`config.mk`:
```
export PLATFORM = sky130hd
export DESIGN_NAME = mem_access
export DESIGN_NICKNAME = d
export VERILOG_FILES = /design/src/rtl/core_pkg.sv /design/src/rtl/mem_lane_align.sv /design/src/rtl/mem_access.sv
export SDC_FILE = /design/constraint.sdc
export NUM_CORES = 1
export LEC_CHECK = 0
export ABC_AREA = 1
export CAP_MARGIN = 10
export CORE_MARGIN = 10
export CORE_UTILIZATION = 48
export CTS_BUF_LIST = sky130_fd_sc_hd__clkbuf_4 sky130_fd_sc_hd__clkbuf_8
export DETAILED_ROUTE_END_ITERATION = 7
export PLACE_DENSITY = 0.88
export SLEW_MARGIN = 20
export SYNTH_ARGS = -nofsm -noshare
export SYNTH_HDL_FRONTEND = slang
export SYNTH_SLANG_ARGS = --single-unit
```
`constraint.sdc`:
```
create_clock -name clk -period 3.5 [get_ports clk]
set_input_delay 0.7 -clock clk [delete_from_list [all_inputs] [get_ports clk]]
set_output_delay 0.7 -clock clk [all_outputs]
set_load 0.02 [all_outputs]
```
`src/rtl/core_pkg.sv`:
```
// rtl/core_pkg.sv - shared encodings for the core's memory and write stages
package core_pkg;

  localparam logic [1:0] WSEL_NONE = 2'd0;
  localparam logic [1:0] WSEL_GPR  = 2'd1;
  localparam logic [1:0] WSEL_FPR  = 2'd2;
  localparam logic [1:0] WSEL_PC   = 2'd3;

  localparam logic [1:0] MEM_NONE  = 2'd0;
  localparam logic [1:0] MEM_LOAD  = 2'd1;
  localparam logic [1:0] MEM_STORE = 2'd2;

  localparam logic [2:0] F3_B  = 3'b000;
  localparam logic [2:0] F3_H  = 3'b001;
  localparam logic [2:0] F3_W  = 3'b010;
  localparam logic [2:0] F3_BU = 3'b100;
  localparam logic [2:0] F3_HU = 3'b101;

  typedef enum logic [1:0] {
    ST_IDLE = 2'd0,
    ST_REQ  = 2'd1,
    ST_FIN  = 2'd2
  } state_e;

endpackage

```
`src/rtl/mem_lane_align.sv`:
```
// rtl/mem_lane_align.sv - byte-lane extract/extend, store replication/strobes, legality check
module mem_lane_align
  import core_pkg::*;
(
  input  logic [1:0]  mem_kind_i,
  input  logic [2:0]  funct3_i,
  input  logic [1:0]  addr_lo_i,
  input  logic [31:0] store_data_i,
  input  logic [31:0] rdata_i,
  output logic [31:0] load_data_o,
  output logic [31:0] wdata_o,
  output logic [3:0]  wstrb_o,
  output logic        illegal_o
);

  logic [7:0]  lane_b;
  logic [15:0] lane_h;
  logic        is_mem;
  logic        bad;

  always_comb begin
    lane_b = rdata_i[{addr_lo_i, 3'b000} +: 8];
    lane_h = addr_lo_i[1] ? rdata_i[31:16] : rdata_i[15:0];
    unique case (funct3_i)
      F3_B:    load_data_o = {{24{lane_b[7]}}, lane_b};
      F3_H:    load_data_o = {{16{lane_h[15]}}, lane_h};
      F3_BU:   load_data_o = {24'd0, lane_b};
      F3_HU:   load_data_o = {16'd0, lane_h};
      default: load_data_o = rdata_i;
    endcase
  end

  always_comb begin
    unique case (funct3_i)
      F3_B: begin
        wdata_o = {4{store_data_i[7:0]}};
        wstrb_o = 4'b0001 << addr_lo_i;
      end
      F3_H: begin
        wdata_o = {2{store_data_i[15:0]}};
        wstrb_o = 4'b0011 << addr_lo_i;
      end
      default: begin
        wdata_o = store_data_i;
        wstrb_o = 4'b1111;
      end
    endcase
  end

  // Reserved/none kinds never reach memory, so they can never be illegal.
  always_comb begin
    is_mem = (mem_kind_i == MEM_LOAD) || (mem_kind_i == MEM_STORE);
    unique case (funct3_i)
      F3_B, F3_BU: bad = 1'b0;
      F3_H, F3_HU: bad = addr_lo_i[0];
      F3_W:        bad = (addr_lo_i != 2'b00);
      default:     bad = 1'b1;
    endcase
    if ((mem_kind_i == MEM_STORE) && ((funct3_i == F3_BU) || (funct3_i == F3_HU)))
      bad = 1'b1;
    illegal_o = is_mem && bad;
  end

endmodule

```
`src/rtl/mem_access.sv`:
```
// rtl/mem_access.sv - memory stage: data-memory handshake and result hand-off to write
module mem_access
  import core_pkg::*;
#(
  parameter int ADDR_W = 32
) (
  input  logic              clk,
  input  logic              rst,
  input  logic              enable,
  input  logic [1:0]        mem_kind,
  input  logic [2:0]        mem_funct3,
  input  logic [ADDR_W-1:0] addr,
  input  logic [31:0]       store_data,
  input  logic [31:0]       exec_result,
  input  logic [1:0]        wselector_in,
  input  logic [4:0]        rd_in,
  output logic              done,
  output logic [1:0]        wselector,
  output logic [31:0]       data,
  output logic [4:0]        rd,
  output logic              misaligned,
  output logic              dmem_req,
  output logic              dmem_we,
  output logic [ADDR_W-1:0] dmem_addr,
  output logic [31:0]       dmem_wdata,
  output logic [3:0]        dmem_wstrb,
  input  logic              dmem_ack,
  input  logic [31:0]       dmem_rdata
);

  state_e            state_q;
  logic [2:0]        funct3_q;
  logic [1:0]        addr_lo_q;
  logic [1:0]        wsel_lat_q;
  logic [4:0]        rd_lat_q;
  logic              done_q;
  logic [1:0]        wselector_q;
  logic [31:0]       data_q;
  logic [4:0]        rd_q;
  logic              misaligned_q;
  logic              req_q;
  logic              we_q;
  logic [ADDR_W-1:0] maddr_q;
  logic [31:0]       wdata_q;
  logic [3:0]        wstrb_q;

  logic [2:0]  sel_funct3;
  logic [1:0]  sel_addr_lo;
  logic [31:0] load_data;
  logic [31:0] lane_wdata;
  logic [3:0]  lane_wstrb;
  logic        illegal;
  logic        is_mem;

  // In IDLE the aligner judges the incoming op; afterwards it decodes the latched one.
  always_comb begin
    sel_funct3  = (state_q == ST_IDLE) ? mem_funct3 : funct3_q;
    sel_addr_lo = (state_q == ST_IDLE) ? addr[1:0]  : addr_lo_q;
    is_mem      = (mem_kind == MEM_LOAD) || (mem_kind == MEM_STORE);
  end

  mem_lane_align u_align (
    .mem_kind_i   (mem_kind),
    .funct3_i     (sel_funct3),
    .addr_lo_i    (sel_addr_lo),
    .store_data_i (store_data),
    .rdata_i      (dmem_rdata),
    .load_data_o  (load_data),
    .wdata_o      (lane_wdata),
    .wstrb_o      (lane_wstrb),
    .illegal_o    (illegal)
  );

  always_ff @(posedge clk) begin
    if (rst) begin
      state_q      <= ST_IDLE;
      funct3_q     <= 3'd0;
      addr_lo_q    <= 2'd0;
      wsel_lat_q   <= WSEL_NONE;
      rd_lat_q     <= 5'd0;
      done_q       <= 1'b0;
      wselector_q  <= WSEL_NONE;
      data_q       <= 32'd0;
      rd_q         <= 5'd0;
      misaligned_q <= 1'b0;
      req_q        <= 1'b0;
      we_q         <= 1'b0;
      maddr_q      <= '0;
      wdata_q      <= 32'd0;
      wstrb_q      <= 4'd0;
    end else begin
      done_q <= 1'b0;
      unique case (state_q)
        ST_IDLE: begin
          if (enable) begin
            funct3_q   <= mem_funct3;
            addr_lo_q  <= addr[1:0];
            wsel_lat_q <= wselector_in;
            rd_lat_q   <= rd_in;
            if (!is_mem) begin
              state_q      <= ST_FIN;
              done_q       <= 1'b1;
              misaligned_q <= 1'b0;
              wselector_q  <= wselector_in;
              data_q       <= exec_result;
              rd_q         <= rd_in;
            end else if (illegal) begin
              state_q      <= ST_FIN;
              done_q       <= 1'b1;
              misaligned_q <= 1'b1;
              wselector_q  <= WSEL_NONE;
              data_q       <= 32'd0;
              rd_q         <= rd_in;
            end else begin
              state_q <= ST_REQ;
              req_q   <= 1'b1;
              we_q    <= (mem_kind == MEM_STORE);
              maddr_q <= {addr[ADDR_W-1:2], 2'b00};
              wdata_q <= lane_wdata;
              wstrb_q <= (mem_kind == MEM_STORE) ? lane_wstrb : 4'd0;
            end
          end
        end
        ST_REQ: begin
          if (dmem_ack) begin
            state_q      <= ST_FIN;
            req_q        <= 1'b0;
            we_q         <= 1'b0;
            wstrb_q      <= 4'd0;
            done_q       <= 1'b1;
            misaligned_q <= 1'b0;
            rd_q         <= rd_lat_q;
            if (we_q) begin
              wselector_q <= WSEL_NONE;
              data_q      <= 32'd0;
            end else begin
              wselector_q <= wsel_lat_q;
              data_q      <= load_data;
            end
          end
        end
        default: state_q <= ST_IDLE;
      endcase
    end
  end

  assign done       = done_q;
  assign wselector  = wselector_q;
  assign data       = data_q;
  assign rd         = rd_q;
  assign misaligned = misaligned_q;
  assign dmem_req   = req_q;
  assign dmem_we    = we_q;
  assign dmem_addr  = maddr_q;
  assign dmem_wdata = wdata_q;
  assign dmem_wstrb = wstrb_q;

endmodule

```
==> summary.md <==
| Metric | Value |
|---|---|
| Outcome | finished clean |
| Slew headroom | 35.24% |
| Vias post-DR | 6971 |
| DIE HEIGHT | 133.0 um |
| Hold/Removal Path Class | reg -> reg |
| Post-cts sizing count | 0 |
| Ant diodes | 0 |
| Dpl hpwl | 16.56 mm |
| Fin. Hold Viols | 0 |
| Initial antenna violation count | 0 |
| Mapped Cells | 947 |
| Clk sinks | 123 |
| Most used cell, CP | nand2_1 |
| Peak supply drop | 0.0003148 V |
| IO buf count | 252 |
| Max incr delay on CP | 0.42 ns |
| Critical path's slowest cell | clkdlybuf4s50_1 |
| Setup violators final | 0 |
| Setup_tns | 0 ns |
| GPL Wtd Cong | 0.8614 |
| Layout cells sized above 1 | 6.408% |
| Worst setup path startpoint | mem_funct3[1] |
| Num CTS Buffers | 17 |
| Pwr Density | 501.0 nW/um^2 |
| Clock Skews | 0.01714 ns |
| Leak pwr | 4.057 nW |
| Fill cells | 1015 |
| Clk Latency, worst-skew pair | 0.46 ns |
| CP Data Arrival Time | 3.00 ns |
| MaxCap Viol Count | 0 |
| Worst Path Max Fanout | 31 |
| Post-CTS Setup Inserts | 0 |
| Starting Density | 48.74% |
| WL per Instance | 16.78 um |
| DR DRC count | 0 |
| Fmax | 384.8 MHz |
| Register bit total from synthesis | 123 |
| Vias in the first global route | 6810 |
| Pre-Repair DR Iteration Count | 5 |
| Period utilization | 74.25% |
| RSZ-0062 raised after global routing | false |
| Chip Width | 133.0 um |
| Gr usage total | 25.27% |
| Synth area leaders | dfxtp_1 (40%), nor2_1 (13%), nand2_1 (13%) |
| Sequential element share of the synthesized area | 40.20% |
| Fin crit period | 2.599 ns |
| Number of flops mapped to enable cells by yosys | 0 |
| Rows | 41 |
| Worst Max-Slew Pin Slew | 0.9714 ns |
| H-tree lvl count | 4 |
| Worst Setup Start Kind | input pin |
| Vias per std cell | 5.133 |
| Synth-to-layout area growth | 48.28% |
| Die ar. | 17680 um^2 |
| Yosys Warn Count | 0 |
| Most common cell in the netlist | nor2_1 |
| Maximum clock insertion buffer count | 2 |
| Global-route wire length before repair | 36.18 mm |
| Final instance area | 9084 um^2 |
| Mean area per synthesized cell | 6.469 um^2 |
| Clock Pin Slew Worst Setup and Hold Paths | 0.07 ns |
| Yosys top cell area share | 40.20% |
| Routed Antenna Nets | 0 |
| RR Startpoint | state_q[1]$_SDFFE_PP0P_ |
| I/O pins | 255 |
| Buf+Inv Stages, Crit Path | 5 |
| CTS tree | yes |
| Netlist cell types | 29 |
| Crit-path leading delay family | simple AND/OR/NAND/NOR gates |
| Most instantiated cells after synthesis | nor2_1 (216), nand2_1 (204), o21ai_0 (145) |
| Top cell type by total area after synthesis | dfxtp_1 |
| Setup Crit Path Kind | in -> reg |
| Root Buffer | clkbuf_8 |
| Max-slew violations | 0 |
| Nets | 1321 |
| Hold_sp | rd_lat_q[3]$_SDFFE_PP0P_ |
| Largest net degree at the start of global routing | 76 |
| Post-Synthesis Cell Area | 6126 um^2 |
| Top_reg_cell synth | dfxtp_1 |
| Asr flop ratio synth | 0% |
| Core area | 12570 um^2 |
| Routed wire length | 22.79 mm |
| CP Capture Type | register |
| Detailed Route Iter0 Violations | 629 |
| DP Area | 8673 um^2 |
| Cts hold-fix bufs | 0 |
| Required time worst endpoint | 3.90 ns |
| GRT Residual Overflow | 0 |
| Crit path cell chain | clkdlybuf4s50_1 > inv_1 > nand2_1 > nand2_2 > buf_4 > nand2_2 > inv_4 > nand3_2 > nand3_2 > nand3_1 > nand2_1 > nand2_1 > inv_1 |
## state kept, by name (all words and copies together), names as in the netlist, 3 cells and up
signal / count
data: 32
dmem_addr: 30
dmem_wdata: 32
dmem_wstrb: 4
funct3_q: 3
rd: 5
rd_lat_q: 5
## through the flow
step	cells	utilization, %	total power, mW	setup slack [ns]	hold WS (ns)
global placement	1329	69.01	3.177	0.5684	0.4356
floorplan	948	-	2.557	1.291	0.4245
CTS	1358	72.27	4.556	0.9328	0.4503
detailed placement	1329	69.01	3.206	0.5044	0.4405
finish	1358	72.27	4.551	0.9013	0.4465
global route	1358	72.27	4.794	0.6287	0.4729
## logic make-up (layout without fill, tap and decap cells)
logic type / after synthesis / in the layout / synth area share [%]
compound gates: 197 / 197 / 16.63
fa+ha+maj: 1 / 1 / 0.2042
buf+inv: 142 / 380 / 10.44
flops: 123 / 123 / 40.20
mux: 8 / 8 / 1.328
other cells: 1 / 2 / 0.06122
simple gates: 475 / 475 / 31.15
## cells in the final DEF, fill, tap and decap left out, drive strengths merged, types with 2 or more instances in the layout
cell type,count
clkdlybuf4s50,252
or2,10
nand2,209
nand4,7
dfxtp,123
mux2i,7
clkinv,4
a21oi,39
buf,15
nor2,219
conb,2
clkbuf,20
nand3,29
bufinv,4
a22oi,8
o21ai,148
inv,84
## power breakdown
group | switching, mW | internal [mW]
combinational | 0.888 | 0.644
clock | 0.565 | 0.793
sequential | 0.0886 | 1.57
total | 1.54 | 3.01
## per-layer routing
metal,GRT usage (%),wire [um],up-vias
li1,-,-,3436
met1,28.92,8854,3149
met2,40.95,10610,343
met3,11.09,2781,43
met4,8.985,545,0
met5,0,0,-
## final timing paths
check / endpoint / slack, ns / cells past startpoint
max reg2reg: dmem_req$_SDFFE_PP0P_ / 0.91 / 9
min: rd_lat_q[3]$_SDFFE_PP0P_ / 0.45 / 2
min reg2reg: rd_lat_q[3]$_SDFFE_PP0P_ / 0.45 / 2
max: data[28]$_SDFFE_PP0P_ / 0.90 / 13
## final cells by class
cell class	instances	area, um^2	area share [%]
multi-input cells	683	3030	33.36
repair buffers	267	2648	29.15
flip-flops and latches	123	2462	27.11
inverters	84	317.8	3.499
clock buffers	20	262.8	2.893
well taps	172	215.2	2.369
clock inverters	9	147.6	1.625
## worst register-to-register path: cells and delay by family, from the launching register on
kind,cells,cell delay [ns]
compound gates,2,0.81
buf+inv,1,0.68
simple gates,6,0.52
flops,1,0.44
Note: power is estimated with default switching activity, not from simulation.
